`src/rtl/ocra1_iface.sv`:
```
// OCRA1 gradient-board transmitter: shifts four 24-bit AD5781 words out in parallel
// under one shared serial clock and SYNC frame, with an optional LDAC pulse afterwards.
module ocra1_iface #(
    parameter int CLK_DIV   = 2,
    parameter int WORD_BITS = 24
) (
    input  logic                 clk,
    input  logic                 rst,
    input  logic                 valid,
    output logic                 ready,
    input  logic [WORD_BITS-1:0] data_x,
    input  logic [WORD_BITS-1:0] data_y,
    input  logic [WORD_BITS-1:0] data_z,
    input  logic [WORD_BITS-1:0] data_z2,
    input  logic                 ldac_en,
    output logic                 done,
    output logic                 oc1_clk,
    output logic                 oc1_syncn,
    output logic                 oc1_ldacn,
    output logic                 oc1_sdox,
    output logic                 oc1_sdoy,
    output logic                 oc1_sdoz,
    output logic                 oc1_sdoz2
);

    typedef enum logic [2:0] {
        S_IDLE,
        S_SETUP,
        S_SHIFT,
        S_HOLD,
        S_GAP,
        S_LDAC
    } state_t;

    localparam logic [7:0] DIV_LAST = 8'(CLK_DIV - 1);
    localparam logic [4:0] BIT_MSB  = 5'(WORD_BITS - 1);

    state_t                 r_state;
    logic [7:0]             r_div;
    logic [4:0]             r_bit;
    logic                   r_high;
    logic [WORD_BITS-1:0]   r_x;
    logic [WORD_BITS-1:0]   r_y;
    logic [WORD_BITS-1:0]   r_z;
    logic [WORD_BITS-1:0]   r_z2;
    logic                   r_ldac;
    logic                   r_done;
    logic                   r_clk;
    logic                   r_syncn;
    logic                   r_ldacn;
    logic [3:0]             r_sdo;

    state_t                 w_state;
    logic [7:0]             w_div;
    logic [4:0]             w_bit;
    logic                   w_high;
    logic                   w_done;
    logic                   w_last;
    logic                   w_clk;
    logic                   w_syncn;
    logic                   w_ldacn;
    logic [3:0]             w_sdo;
    logic [WORD_BITS-1:0]   w_wx;
    logic [WORD_BITS-1:0]   w_wy;
    logic [WORD_BITS-1:0]   w_wz;
    logic [WORD_BITS-1:0]   w_wz2;

    assign w_last = (r_div == DIV_LAST);

    always_ff @(posedge clk or posedge rst) begin
        if (rst) begin
            r_state <= S_IDLE;
            r_div   <= '0;
            r_bit   <= '0;
            r_high  <= 1'b0;
            r_x     <= '0;
            r_y     <= '0;
            r_z     <= '0;
            r_z2    <= '0;
            r_ldac  <= 1'b0;
            r_done  <= 1'b0;
            r_clk   <= 1'b0;
            r_syncn <= 1'b1;
            r_ldacn <= 1'b1;
            r_sdo   <= '0;
        end else begin
            r_state <= w_state;
            r_div   <= w_div;
            r_bit   <= w_bit;
            r_high  <= w_high;
            r_done  <= w_done;
            r_clk   <= w_clk;
            r_syncn <= w_syncn;
            r_ldacn <= w_ldacn;
            r_sdo   <= w_sdo;
            if (r_state == S_IDLE && valid) begin
                r_x    <= data_x;
                r_y    <= data_y;
                r_z    <= data_z;
                r_z2   <= data_z2;
                r_ldac <= ldac_en;
            end
        end
    end

    always_comb begin
        w_state = r_state;
        w_div   = r_div;
        w_bit   = r_bit;
        w_high  = r_high;
        w_done  = 1'b0;
        case (r_state)
            S_IDLE: begin
                if (valid) begin
                    w_state = S_SETUP;
                    w_div   = '0;
                    w_bit   = BIT_MSB;
                    w_high  = 1'b0;
                end
            end
            S_SETUP: begin
                if (w_last) begin
                    w_state = S_SHIFT;
                    w_div   = '0;
                    w_high  = 1'b1;
                end else begin
                    w_div = r_div + 8'd1;
                end
            end
            S_SHIFT: begin
                if (w_last) begin
                    w_div = '0;
                    if (r_high) begin
                        w_high = 1'b0;
                    end else if (r_bit == 5'd0) begin
                        w_state = S_HOLD;
                    end else begin
                        w_bit  = r_bit - 5'd1;
                        w_high = 1'b1;
                    end
                end else begin
                    w_div = r_div + 8'd1;
                end
            end
            S_HOLD: begin
                if (w_last) begin
                    w_state = S_GAP;
                    w_div   = '0;
                end else begin
                    w_div = r_div + 8'd1;
                end
            end
            S_GAP: begin
                if (w_last) begin
                    w_div = '0;
                    if (r_ldac) begin
                        w_state = S_LDAC;
                    end else begin
                        w_state = S_IDLE;
                        w_done  = 1'b1;
                    end
                end else begin
                    w_div = r_div + 8'd1;
                end
            end
            S_LDAC: begin
                if (w_last) begin
                    w_state = S_IDLE;
                    w_div   = '0;
                    w_done  = 1'b1;
                end else begin
                    w_div = r_div + 8'd1;
                end
            end
            default: begin
                w_state = S_IDLE;
                w_div   = '0;
            end
        endcase
    end

    // Pins are decoded from the next state so each registered output lands on the
    // same edge as its state change; on the accept edge the words come straight from the inputs.
    always_comb begin
        w_wx    = (r_state == S_IDLE) ? data_x  : r_x;
        w_wy    = (r_state == S_IDLE) ? data_y  : r_y;
        w_wz    = (r_state == S_IDLE) ? data_z  : r_z;
        w_wz2   = (r_state == S_IDLE) ? data_z2 : r_z2;
        w_clk   = 1'b0;
        w_syncn = 1'b1;
        w_ldacn = 1'b1;
        w_sdo   = '0;
        case (w_state)
            S_SETUP, S_SHIFT, S_HOLD: begin
                w_syncn = 1'b0;
                w_clk   = (w_state == S_SHIFT) && w_high;
                w_sdo   = {w_wx[w_bit], w_wy[w_bit], w_wz[w_bit], w_wz2[w_bit]};
            end
            S_LDAC: begin
                w_ldacn = 1'b0;
            end
            default: begin
            end
        endcase
    end

    assign ready     = (r_state == S_IDLE);
    assign done      = r_done;
    assign oc1_clk   = r_clk;
    assign oc1_syncn = r_syncn;
    assign oc1_ldacn = r_ldacn;
    assign oc1_sdox  = r_sdo[3];
    assign oc1_sdoy  = r_sdo[2];
    assign oc1_sdoz  = r_sdo[1];
    assign oc1_sdoz2 = r_sdo[0];

endmodule

```
`config.mk`:
```
export PLATFORM = sky130hd
export DESIGN_NAME = ocra1_iface
export DESIGN_NICKNAME = d
export VERILOG_FILES = /design/src/rtl/ocra1_iface.sv
export SDC_FILE = /design/constraint.sdc
export NUM_CORES = 1
export LEC_CHECK = 0
export CAP_MARGIN = 10
export CELL_PAD_IN_SITES_DETAIL_PLACEMENT = 1
export CELL_PAD_IN_SITES_GLOBAL_PLACEMENT = 1
export CORE_MARGIN = 2
export CORE_UTILIZATION = 40
export DETAILED_ROUTE_END_ITERATION = 12
export HOLD_SLACK_MARGIN = 0.08
export PLACE_DENSITY = 0.87
export SETUP_SLACK_MARGIN = 0.2
export SYNTH_ARGS = -nofsm -noshare
export SYNTH_HDL_FRONTEND = slang
export SYNTH_SLANG_ARGS = --single-unit
export TNS_END_PERCENT = 30
```
`constraint.sdc`:
```
create_clock -name clk -period 5.2 [get_ports clk]
set_input_delay 1.04 -clock clk [delete_from_list [all_inputs] [get_ports clk]]
set_output_delay 1.04 -clock clk [all_outputs]
set_load 0.03 [all_outputs]
```
==> impl_metrics.py <==
metrics = {
    "outcome": {
        "outcome": "complete, no violations",
    },
    "power_and_ir_drop": {
        "p_leak_uw": 0.00396,
        "switching_share_pct": 23.9,
        "vdd_drop_max_v": 0.000230,
        "clkPwrFrac_pct": 51.8,
        "power_per_cell_area_nw_per_um2": 257,
        "p_comb_share_pct": 5.6,
        "switchingPower_uw": 531,
        "internal_power_uw": 1690,
        "seqPwrFrac_pct": 42.7,
    },
    "synthesis": {
        "yosys.area.top_type_share_pct": 43.9,
        "synth_area_leaders": "dfrtp_1 (44%), nand2_1 (19%), clkbuf_1 (2.4%)",
        "synth-async-reset-ratio_pct": 100,
        "synthFlopType": "dfrtp_1",
        "synthCells": 856,
        "yosys_warnings": 0,
        "yosys.area.top_type": "dfrtp_1",
        "ys_types": 71,
        "synth_common_cells": "nand2_1 (349), dfrtp_1 (120), clkbuf_1 (44), a21oi_1 (25), o21ai_0 (23)",
        "avgSynthCellArea_um2": 8.00,
        "yosysMostFrequentCell": "nand2_1",
        "syn-num-nets": 959,
        "synth-edff-count": 0,
        "ys_seq_area_share_pct": 44.6,
        "synth-seq-cells": 122,
        "synthesis.area_um2": 6850,
    },
    "timing": {
        "maxSlewViolCount": 0,
        "maxSlewHeadroom_pct": 28.9,
        "rsz0062_at_grt": "false",
        "worst_clock_skew_ns": 0.00931,
        "min_period_over_period_pct": 80.8,
        "timing_hold_violations_final": 0,
        "setup_viol": 0,
        "worstMarginPinSlew_ns": 1.07,
        "fmax_ghz": 0.238,
        "fin_setup_tns_ns": 0,
        "min_period_ns": 4.20,
    },
    "setup_path": {
        "worst-setup-path-type": "reg -> reg",
        "crit_path_cell_trace": "inv_1, ha_1, or4b_2, nand4_1, or2_0, buf_4, nand2_2, inv_2, mux4_2, mux2_2, o21ai_0, o211ai_1",
        "cp_data_arrival_time_ns": 4.50,
        "crit_required_ns": 5.50,
        "slowest_delay_ns": 0.65,
        "slowest_stage": "or4b_2",
        "worst-path-buf-inv": 3,
        "cp-end-kind": "register",
        "startpoint_type": "register",
        "crit_family": "buffers and inverters",
        "crit_fanout": 30,
    },
    "global_routing": {
        "groute.usage.overall_pct": 28.9,
        "antenna_found_initial": 0,
        "grt_pass1_wl_um": 40400,
        "first_global_vias": 7275,
        "grt_max_degree": 99,
        "grt-ovfl-total": 0,
    },
    "clock_network": {
        "tritoncts": "built",
        "cts-resized-gates": 0,
        "clkSlewWorstSetupHoldPaths_ns": 0.06,
        "cts_buffer_depth": 2,
        "htree_levels": 4,
        "root_buffer": "clkbuf_16",
        "cts_hold_buf": 0,
        "clock_latency_ns": 0.43,
        "numClockSinks": 122,
        "cts_setup_buffers": 0,
        "cts_buffers": 17,
    },
    "cells_and_area": {
        "n_fill_cell": 1988,
        "diodes": 0,
        "area.growth.synth_to_final_pct": 26.6,
        "layout.nets": 1043,
        "final_layout_size_suffix_gt1_share_pct": 7.45,
        "fin_area_um2": 8670,
        "post-route-util_pct": 52.1,
    },
    "route": {
        "drt-total-wl_um": 25100,
        "routedWlPerCell_um": 21.4,
        "vias": 6979,
        "dr.pass1.iters": 5,
        "drc": 0,
        "ant_nets": 0,
        "drt_iter0_markers": 649,
        "viasPerCell": 5.95,
    },
    "flow_run": {
        "cap_viol_max_count": 0,
    },
    "floorplanning": {
        "coreArea_um2": 16600,
        "dieArea_um2": 18200,
        "die_h_um": 135,
        "rows": 47,
        "start_util_pct": 41.1,
        "pin_count": 109,
        "fp.dieW_um": 135,
    },
    "hold_path": {
        "hold_class": "reg -> reg",
    },
    "placement": {
        "placed_area_um2": 8110,
        "finalWeightedCongestion": 0.866,
        "place.detailed.hpwl_um": 16800,
        "io_buffers": 108,
    },
}
-- layout by cell type (no fill, tap or decap), drive strengths merged, types with 16 or more instances in the layout --
cell           Yosys  layout
clkbuf            44      19
nor2              22      22
buf               16      17
nand2            350     350
dfrtp            120     120
o21ai             24      24
a211oi            16      16
inv               14      16
clkdlybuf4s50      0     108
a21oi             26      26
-- stage by stage --
stage | setup slack [ns] | power (uW) | hold WS (ns) | std cells
2_1_floorplan | 0.921 | 986 | 0.436 | 856
3_3_place_gp | 0.988 | 1090 | 0.449 | 1141
3_5_place_dp | 0.787 | 1090 | 0.454 | 1141
4_1_cts | 1.00 | 2240 | 0.476 | 1173
5_1_grt | 0.784 | 2280 | 0.482 | 1173
6_report | 0.998 | 2220 | 0.476 | 1173
-- power groups by stage --
stage	Clock [uW]	Sequential [uW]	Combinational, uW
after detailed placement	0	967	123
after floorplan	0	967	19.3
after global routing	1200	949	132
after global placement	0	967	123
after CTS	1170	949	125
final	1150	950	124
-- worst reg2reg max path: stages (launching register included) --
cell	delay (ns)
dfrtp_1	0.52
inv_1	0.37
ha_1	0.26
or4b_2	0.65
nand4_1	0.24
or2_0	0.15
buf_4	0.24
nand2_2	0.09
inv_2	0.54
mux4_2	0.42
mux2_2	0.28
o21ai_0	0.19
o211ai_1	0.13
-- logic make-up after synthesis --
logic type / share of synthesized area (%)
AOI/OAI and AO/OA: 16.7
adders and majority gates: 0.548
muxes: 3.40
buffers and inverters: 4.33
xor gates and xnor gates: 0.768
and+or+nand+nor: 29.6
DFF: 44.6
-- final cells by class --
class / instances / area [um^2] / share of cell area (%)
repair buffers: 125 / 1220 / 14.1
multi-input cells: 660 / 3500 / 40.4
well taps: 220 / 275 / 3.17
flip-flops and latches: 122 / 3060 / 35.2
clock buffers: 19 / 443 / 5.11
inverters: 14 / 55.1 / 0.635
clock inverters: 13 / 121 / 1.40
-- sequential cells by signal, indices dropped and copies added (netlist names) --
name and count:
r_sdo 4, r_y 24, oc1_syncn 1, oc1_clk 1
oc1_ldacn 1, r_z 24, r_z2 24, r_x 24
r_div 8, r_high 1, r_ldac 1, r_bit 5
r_state 3, done 1
-- layer usage --
| metal | global-route usage [%] | wire [um] | up-vias |
|---|---|---|---|
| li1 | - | - | 3150 |
| met1 | 37.5 | 10500 | 3459 |
| met2 | 47.4 | 12200 | 305 |
| met3 | 5.71 | 1540 | 65 |
| met4 | 12.2 | 825 | 0 |
| met5 | 0 | 0 | - |
-- worst paths after layout --
| check | startpoint | to | slack (ns) | cells past startpoint |
|---|---|---|---|---|
| min in group asynchronous | rst | r_state[0] | 1.19 | 2 |
| hold reg to reg | r_x[2] | r_x[2] | 0.48 | 2 |
| hold / removal | r_x[2] | r_x[2] | 0.48 | 2 |
| setup / recovery | r_bit[0] | r_sdo[0] | 1.0 | 12 |
| max in group asynchronous | rst | oc1_ldacn | 3.19 | 3 |
| setup reg to reg | r_bit[0] | r_sdo[0] | 1.0 | 12 |
Note: power is estimated with default switching activity, not from simulation.
